File: src/rtl/lcd_text_buffer.sv
// +---------------------------------------------------------------------------+
// | Module      : lcd_text_buffer                                             |
// | Description : Character buffer for a text LCD. A host byte stream is      |
// |               written at a cursor and a display driver reads characters   |
// |               back. A refresh request is raised whenever contents change. |
// | Option      : define LCD_TEXT_BUFFER_CTRL_EN to decode FF/CR/LF codes     |
// | Revision    : 1.0 - initial release                                       |
// +---------------------------------------------------------------------------+
`default_nettype none

module lcd_text_buffer #(
  parameter int         LINE_WIDTH = 16,
  parameter int         NUM_LINES  = 4,
  parameter logic [7:0] CLEAR_CHAR = 8'h20,
  localparam int        DEPTH      = LINE_WIDTH * NUM_LINES,
  localparam int        AW         = $clog2(DEPTH)
) (
  input  logic          clk,
  input  logic          rst,
  input  logic          wr_valid,
  input  logic [7:0]    wr_data,
  output logic          wr_ready,
  input  logic [AW-1:0] rd_addr,
  output logic [7:0]    rd_data,
  output logic          trg,
  input  logic          busy,
  output logic [AW-1:0] cursor
);

  localparam int CW = (LINE_WIDTH > 1) ? $clog2(LINE_WIDTH) : 1;

  localparam logic [AW-1:0] c_last_addr = AW'(DEPTH - 1);
  localparam logic [CW-1:0] c_last_col  = CW'(LINE_WIDTH - 1);

`ifdef LCD_TEXT_BUFFER_CTRL_EN
  localparam logic [7:0]    c_code_lf   = 8'h0A;
  localparam logic [7:0]    c_code_ff   = 8'h0C;
  localparam logic [7:0]    c_code_cr   = 8'h0D;
  localparam logic [AW-1:0] c_last_line = AW'((NUM_LINES - 1) * LINE_WIDTH);
  localparam logic [AW-1:0] c_line_step = AW'(LINE_WIDTH);
`endif

  typedef enum logic [0:0] {
    W_CLEAR = 1'b0,
    W_IDLE  = 1'b1
  } wr_state_t;

  typedef enum logic [1:0] {
    R_IDLE    = 2'd0,
    R_WAIT_HI = 2'd1,
    R_WAIT_LO = 2'd2
  } rf_state_t;

  wr_state_t     r_wr_state, w_wr_state_nxt;
  rf_state_t     r_rf_state, w_rf_state_nxt;
  logic [AW-1:0] r_clr_addr, w_clr_addr_nxt;
  logic [AW-1:0] r_cursor,   w_cursor_nxt;
  logic [CW-1:0] r_col,      w_col_nxt;
  logic          r_dirty,    w_dirty_nxt;
  logic [7:0]    r_rd_data;

  logic [7:0]    r_mem [DEPTH];

  logic          w_xfer;
  logic          w_store;
  logic          w_dirty_set;
  logic          w_trg;
  logic          w_mem_we;
  logic [AW-1:0] w_mem_addr;
  logic [7:0]    w_mem_wdata;

`ifdef LCD_TEXT_BUFFER_CTRL_EN
  logic [AW-1:0] w_line_start;
  logic [AW-1:0] w_next_line;

  // The column counter lets line arithmetic avoid a divider.
  assign w_line_start = r_cursor - AW'(r_col);
  assign w_next_line  = (w_line_start == c_last_line) ? '0 : w_line_start + c_line_step;
`endif

  assign w_xfer   = wr_valid & wr_ready;
  assign wr_ready = (r_wr_state == W_IDLE);
  assign cursor   = r_cursor;
  assign rd_data  = r_rd_data;
  assign trg      = w_trg;

  always_comb begin
    w_wr_state_nxt = r_wr_state;
    w_clr_addr_nxt = r_clr_addr;
    w_cursor_nxt   = r_cursor;
    w_col_nxt      = r_col;
    w_store        = 1'b0;
    w_dirty_set    = 1'b0;
    w_mem_we       = 1'b0;
    w_mem_addr     = r_cursor;
    w_mem_wdata    = wr_data;

    case (r_wr_state)
      W_CLEAR: begin
        w_mem_we    = 1'b1;
        w_mem_addr  = r_clr_addr;
        w_mem_wdata = CLEAR_CHAR;
        if (r_clr_addr == c_last_addr) begin
          w_wr_state_nxt = W_IDLE;
          w_clr_addr_nxt = '0;
          w_cursor_nxt   = '0;
          w_col_nxt      = '0;
          w_dirty_set    = 1'b1;
        end else begin
          w_clr_addr_nxt = r_clr_addr + 1'b1;
        end
      end

      W_IDLE: begin
        if (w_xfer) begin
          w_dirty_set = 1'b1;
`ifdef LCD_TEXT_BUFFER_CTRL_EN
          if (wr_data == c_code_ff) begin
            w_wr_state_nxt = W_CLEAR;
            w_clr_addr_nxt = '0;
          end else if (wr_data == c_code_cr) begin
            w_cursor_nxt = w_line_start;
            w_col_nxt    = '0;
          end else if (wr_data == c_code_lf) begin
            w_cursor_nxt = w_next_line;
            w_col_nxt    = '0;
          end else begin
            w_store = 1'b1;
          end
`else
          w_store = 1'b1;
`endif
        end
      end

      default: begin
        w_wr_state_nxt = W_CLEAR;
        w_clr_addr_nxt = '0;
      end
    endcase

    if (w_store) begin
      w_mem_we     = 1'b1;
      w_mem_addr   = r_cursor;
      w_cursor_nxt = (r_cursor == c_last_addr) ? '0 : r_cursor + 1'b1;
      w_col_nxt    = (r_col == c_last_col) ? '0 : r_col + 1'b1;
    end
  end

  // Refresh handshake: pulse trg, then wait for one full busy high/low cycle.
  always_comb begin
    w_rf_state_nxt = r_rf_state;
    w_trg          = 1'b0;

    case (r_rf_state)
      R_IDLE: begin
        if (r_dirty && !busy && (r_wr_state == W_IDLE)) begin
          w_trg          = 1'b1;
          w_rf_state_nxt = R_WAIT_HI;
        end
      end
      R_WAIT_HI: begin
        if (busy) begin
          w_rf_state_nxt = R_WAIT_LO;
        end
      end
      R_WAIT_LO: begin
        if (!busy) begin
          w_rf_state_nxt = R_IDLE;
        end
      end
      default: begin
        w_rf_state_nxt = R_IDLE;
      end
    endcase
  end

  // A change landing in the trigger cycle must not be lost.
  assign w_dirty_nxt = w_dirty_set | (r_dirty & ~w_trg);

  always_ff @(posedge clk or negedge rst) begin
    if (!rst) begin
      r_wr_state <= W_CLEAR;
      r_rf_state <= R_IDLE;
      r_clr_addr <= '0;
      r_cursor   <= '0;
      r_col      <= '0;
      r_dirty    <= 1'b0;
      r_rd_data  <= 8'h00;
    end else begin
      r_wr_state <= w_wr_state_nxt;
      r_rf_state <= w_rf_state_nxt;
      r_clr_addr <= w_clr_addr_nxt;
      r_cursor   <= w_cursor_nxt;
      r_col      <= w_col_nxt;
      r_dirty    <= w_dirty_nxt;
      r_rd_data  <= r_mem[rd_addr];
    end
  end

  always_ff @(posedge clk) begin
    if (w_mem_we) begin
      r_mem[w_mem_addr] <= w_mem_wdata;
    end
  end

endmodule

`default_nettype wire
File: config.mk
export PLATFORM = sky130hd
export DESIGN_NAME = lcd_text_buffer
export DESIGN_NICKNAME = d
export VERILOG_FILES = /design/src/rtl/lcd_text_buffer.sv
export SDC_FILE = /design/constraint.sdc
export NUM_CORES = 1
export LEC_CHECK = 0
export ABC_AREA = 1
export CAP_MARGIN = 40
export CORE_UTILIZATION = 60
export DETAILED_ROUTE_END_ITERATION = 6
export GPL_TIMING_DRIVEN = 0
export PLACE_DENSITY_LB_ADDON = 0.2
export SYNTH_ARGS = -nofsm -noshare
export SYNTH_HDL_FRONTEND = slang
export SYNTH_SLANG_ARGS = --single-unit
File: constraint.sdc
create_clock -name clk -period 4 [get_ports clk]
set_input_delay 0.8 -clock clk [delete_from_list [all_inputs] [get_ports clk]]
set_output_delay 0.8 -clock clk [all_outputs]
set_load 0.02 [all_outputs]
==> out/qor.txt <==
STATUS
--------------------------------------------------------------------------------------------------
Run status .......................................................................... finished, final reports clean

CTS
--------------------------------------------------------------------------------------------------
CTS tree ............................................................................          yes
Number of hold buffers added after cts ..............................................            0
Gates resized, CTS repair ...........................................................            0
Total CTS buffers ...................................................................           52
H-tree depth ........................................................................            2
Insertion delay of the later-clocked pin in the worst-skew pair .....................       600 ps
Sinks on the clock net ..............................................................          536
Root buffer selected by CTS ......................................................... sky130_fd_sc_hd__clkbuf_16
Setup Fix Bufs, Post-CTS ............................................................            0
Buffers from clock root to sink, at most ............................................            3
Clock transition time at the flip-flop clock pins of the worst setup and hold paths .        60 ps

ROUTING
--------------------------------------------------------------------------------------------------
Routed via count divided by cell count ..............................................        6.206
Number of search-and-repair iterations in the first detailed-routing pass ...........            6
DRC errors left .....................................................................            0
Residual antenna-violating net count after detailed routing .........................            0
Routed length per placed instance ...................................................     25.23 µm
Detailed Route WL ...................................................................    64,170 µm
Via count ...........................................................................       15.78k
Initial DRC count ...................................................................        2,148

MIN PATH
--------------------------------------------------------------------------------------------------
WHS Path Cells ......................................................................            1
Class of the most critical hold timing path ......................................... register to register
Hold_sp ............................................................................. r_rf_state[0]
Worst Hold Endpoint ................................................................. r_rf_state[1]

PWR
--------------------------------------------------------------------------------------------------
Power Total .........................................................................     11.44 mW
Cell leakage power ..................................................................     8.981 nW
Switching part of the total .........................................................       22.18%
Part of the power in combinational logic ............................................         6.3%
Pwr dens ............................................................................ 455.7 nW/µm²
Fraction of power consumed by the clock network .....................................        40.7%
Worst supply voltage drop on vdd ....................................................    0.3310 mV
Net Sw Power ........................................................................     2.537 mW
Pint ................................................................................     8.899 mW
Sequential group share of total power ...............................................        53.1%

CELLS AND AREA
--------------------------------------------------------------------------------------------------
Final antenna diode count ...........................................................            0
Layout overhead on the synthesized area .............................................       12.79%
Fraction of the core area covered by cells at the end of the flow ...................       68.72%
Layout cell share with drive strength beyond 1 ......................................       10.75%
Nets@finish .........................................................................        2,053
Count of non-filler cells in the finished layout ....................................        2,543

STA
--------------------------------------------------------------------------------------------------
# setup viols final .................................................................            0
Portion of the clock cycle consumed by the worst path in the final layout ...........       80.79%
Setup skew after layout .............................................................     21.55 ps
Rel. slew slack .....................................................................       35.50%
Post-layout min period ..............................................................      3232 ps
Total Negative Setup Slacks .........................................................         0 ps
Transition at the pin with the smallest max-transition slack ........................     963.9 ps
Number of hold violations in the final report .......................................            0
Max Clock Freq ......................................................................    309.4 MHz
Final slew viol count ...............................................................            0
RSZ-0062 raised after global routing ................................................           no
Worst hold slack across all endpoints ...............................................     487.5 ps

GRT
--------------------------------------------------------------------------------------------------
Most heavily used metal layer in global routing .....................................         met2
First-pass GRT wire length ..........................................................    94,150 µm
Via count of the first global-routing pass ..........................................       14.92k
Number of antenna violations at the first check in global routing ...................            1
All-Layer GR Usage ..................................................................       34.60%
Met3 demand-to-capacity share in global routing .....................................       7.357%
GR Layer Usage met1 .................................................................       49.12%
GR Layer Usage met2 .................................................................       51.49%
Pin count of the biggest net entering global routing ................................           49
Total congestion overflow after global routing ......................................            0

SYNTH
--------------------------------------------------------------------------------------------------
Avg Synthesized Cell Area ...........................................................    11.58 µm²
Top cells by area in the synthesized netlist ........................................ sky130_fd_sc_hd__edfxtp_1, sky130_fd_sc_hd__nand2_1, sky130_fd_sc_hd__nand3_1
Library cells used by synthesis .....................................................           33
Yosys top cell by area .............................................................. sky130_fd_sc_hd__edfxtp_1
Number of synthesized register bits .................................................          536
Synth warnings ......................................................................            0
Fraction of registers with async set or reset after synthesis .......................       4.478%
Synth Net Count .....................................................................        1,942
Sequential share of the synthesized area ............................................       71.79%
Top-count cell post-synth ........................................................... sky130_fd_sc_hd__nand2_1
Number of enable-type register cells in the synthesized netlist .....................          512
Post-synth top flop ................................................................. sky130_fd_sc_hd__edfxtp_1
Post-synth top cells ................................................................ sky130_fd_sc_hd__nand2_1, sky130_fd_sc_hd__edfxtp_1, sky130_fd_sc_hd__nand3_1
Cells after Synth ...................................................................        1,922
Cell area after technology mapping ..................................................   22,250 µm²
Yosys top cell area share ...........................................................       69.09%

WORST SETUP PATH
--------------------------------------------------------------------------------------------------
FF-to-FF Start ......................................................................     wr_ready
Arrival time at the worst endpoint ..................................................      2430 ps
Startpoint type of the worst setup path .............................................     register
Biggest fanout along the worst timing path ..........................................           10
Kind of capture point of the worst setup path .......................................   output pin
Setup slack of the worst register-to-register path ..................................      1020 ps
Worst R2R End ....................................................................... r_mem[60][3]
Required @ worst endpoint ...........................................................      3200 ps
Critical Path Source ................................................................     wr_ready
Type of the worst setup path ........................................................ register to output pin
Worst r2r path cells ................................................................            5

PLACED DESIGN
--------------------------------------------------------------------------------------------------
# placed instances ..................................................................        2,447
Sum of net half-perimeters after detailed placement .................................    42,860 µm
Routability congestion estimate .....................................................       0.9836
Number of port buffers ..............................................................           29

FLOORPLAN
--------------------------------------------------------------------------------------------------
I/O pin total .......................................................................           34
Floorplan die width .................................................................     194.6 µm
Placeable core region ...............................................................   36,520 µm²
Total die area ......................................................................   37,860 µm²
# rows ..............................................................................           70
Vertical die dimension ..............................................................     194.6 µm
Initial cell density of the core ....................................................       60.93%

RUN
--------------------------------------------------------------------------------------------------
# Max-Cap Violations ................................................................            0

[placed cells by master, fill, tap and decap left out, types with 2 or more instances in the layout]
cell type	instances
sky130_fd_sc_hd__dfrtp_1	24
sky130_fd_sc_hd__nor3_2	2
sky130_fd_sc_hd__buf_4	26
sky130_fd_sc_hd__ha_1	2
sky130_fd_sc_hd__buf_12	7
sky130_fd_sc_hd__buf_2	63
sky130_fd_sc_hd__inv_1	22
sky130_fd_sc_hd__buf_6	24
sky130_fd_sc_hd__clkbuf_16	53
sky130_fd_sc_hd__nand2_1	680
sky130_fd_sc_hd__inv_6	2
sky130_fd_sc_hd__bufinv_16	3
sky130_fd_sc_hd__o31ai_1	2
sky130_fd_sc_hd__clkinv_2	5
sky130_fd_sc_hd__nor4_2	4
sky130_fd_sc_hd__inv_2	11
sky130_fd_sc_hd__nor2_1	63
sky130_fd_sc_hd__nand4_2	4
sky130_fd_sc_hd__o21ai_2	3
sky130_fd_sc_hd__edfxtp_1	512
sky130_fd_sc_hd__buf_1	4
sky130_fd_sc_hd__clkbuf_1	28
sky130_fd_sc_hd__buf_16	3
sky130_fd_sc_hd__o22ai_1	2
sky130_fd_sc_hd__xor2_1	5
sky130_fd_sc_hd__or2_2	2
sky130_fd_sc_hd__a21oi_1	4
sky130_fd_sc_hd__nand3_1	444
sky130_fd_sc_hd__nor3_1	5
sky130_fd_sc_hd__o21ai_0	6
sky130_fd_sc_hd__nand3_2	3
sky130_fd_sc_hd__clkinvlp_4	3
sky130_fd_sc_hd__clkinv_1	16
sky130_fd_sc_hd__clkdlybuf4s50_1	29
[kinds of logic (layout without fill, tap and decap cells)]
family / after synthesis / count (layout) / share of synthesized area (%)
xor+xnor: 5 / 5 / 0.1968
simple gates: 1210 / 1210 / 23.35
compound gates: 21 / 21 / 0.6691
flops: 536 / 536 / 71.79
fa+ha+maj: 2 / 2 / 0.1124
buf+inv: 148 / 301 / 3.880
[per-stage QoR]
step           setup WS [ps]  cell area [µm²]
2_1_floorplan           1497            22250
3_3_place_gp           225.9            23130
3_5_place_dp           520.7            23500
4_1_cts                721.2            25100
5_1_grt                622.1            25100
6_report               768.2            25100
[worst max-delay path, stage by stage, from the launching register on]
cell,delay (ps)
sky130_fd_sc_hd__dfrtp_1,370
sky130_fd_sc_hd__buf_6,160
sky130_fd_sc_hd__buf_6,160
sky130_fd_sc_hd__nand2_1,60
sky130_fd_sc_hd__nor4_1,370
sky130_fd_sc_hd__clkdlybuf4s50_1,720
[layer usage]
| metal | wire (µm) | up-vias | share of wire (%) |
|---|---|---|---|
| met3 | 8065 | 155 | 13 |
| li1 | - | 6948 | - |
| met5 | 13 | - | 0.020 |
| met1 | 24370 | 7560 | 38 |
| met4 | 2806 | 2 | 4.4 |
| met2 | 28910 | 1117 | 45 |
[worst max path at each step]
stage / end / cells past startpoint / slack (ps)
floorplan: r_mem[49][0] / 4 / 1500
global placement: r_mem[49][1] / 5 / 230
detailed placement: r_mem[21][7] / 5 / 520
CTS: trg / 5 / 720
global route: trg / 5 / 620
finish: trg / 5 / 770
[power groups by stage]
| stage | clock network, mW | registers, mW | logic, mW |
|---|---|---|---|
| 3_5_place_dp | 0 | 6.19 | 0.693 |
| 4_1_cts | 4.66 | 6.07 | 0.698 |
| 5_1_grt | 4.86 | 6.06 | 0.769 |
| 2_1_floorplan | 0 | 6.20 | 0.412 |
| 3_3_place_gp | 0 | 6.19 | 0.678 |
| 6_report | 4.65 | 6.07 | 0.715 |
[registers in the layout (all words and copies together) (netlist names)]
register	count
cursor	6
r_mem	512
r_clr_addr	6
wr_ready	1
r_dirty	1
rd_data	8
r_rf_state	2
[final cells by class]
type / count / area (µm²)
sequential: 536 / 15980
fill: 2598 / 11420
multi-input combinational: 1238 / 5436
clock buffer: 67 / 1379
buffer: 114 / 733.2
timing repair buffer: 57 / 643.1
tap: 468 / 585.6
clock inverter: 29 / 215.2
inverter: 34 / 130.1
Power figures use the tool's default switching activity.
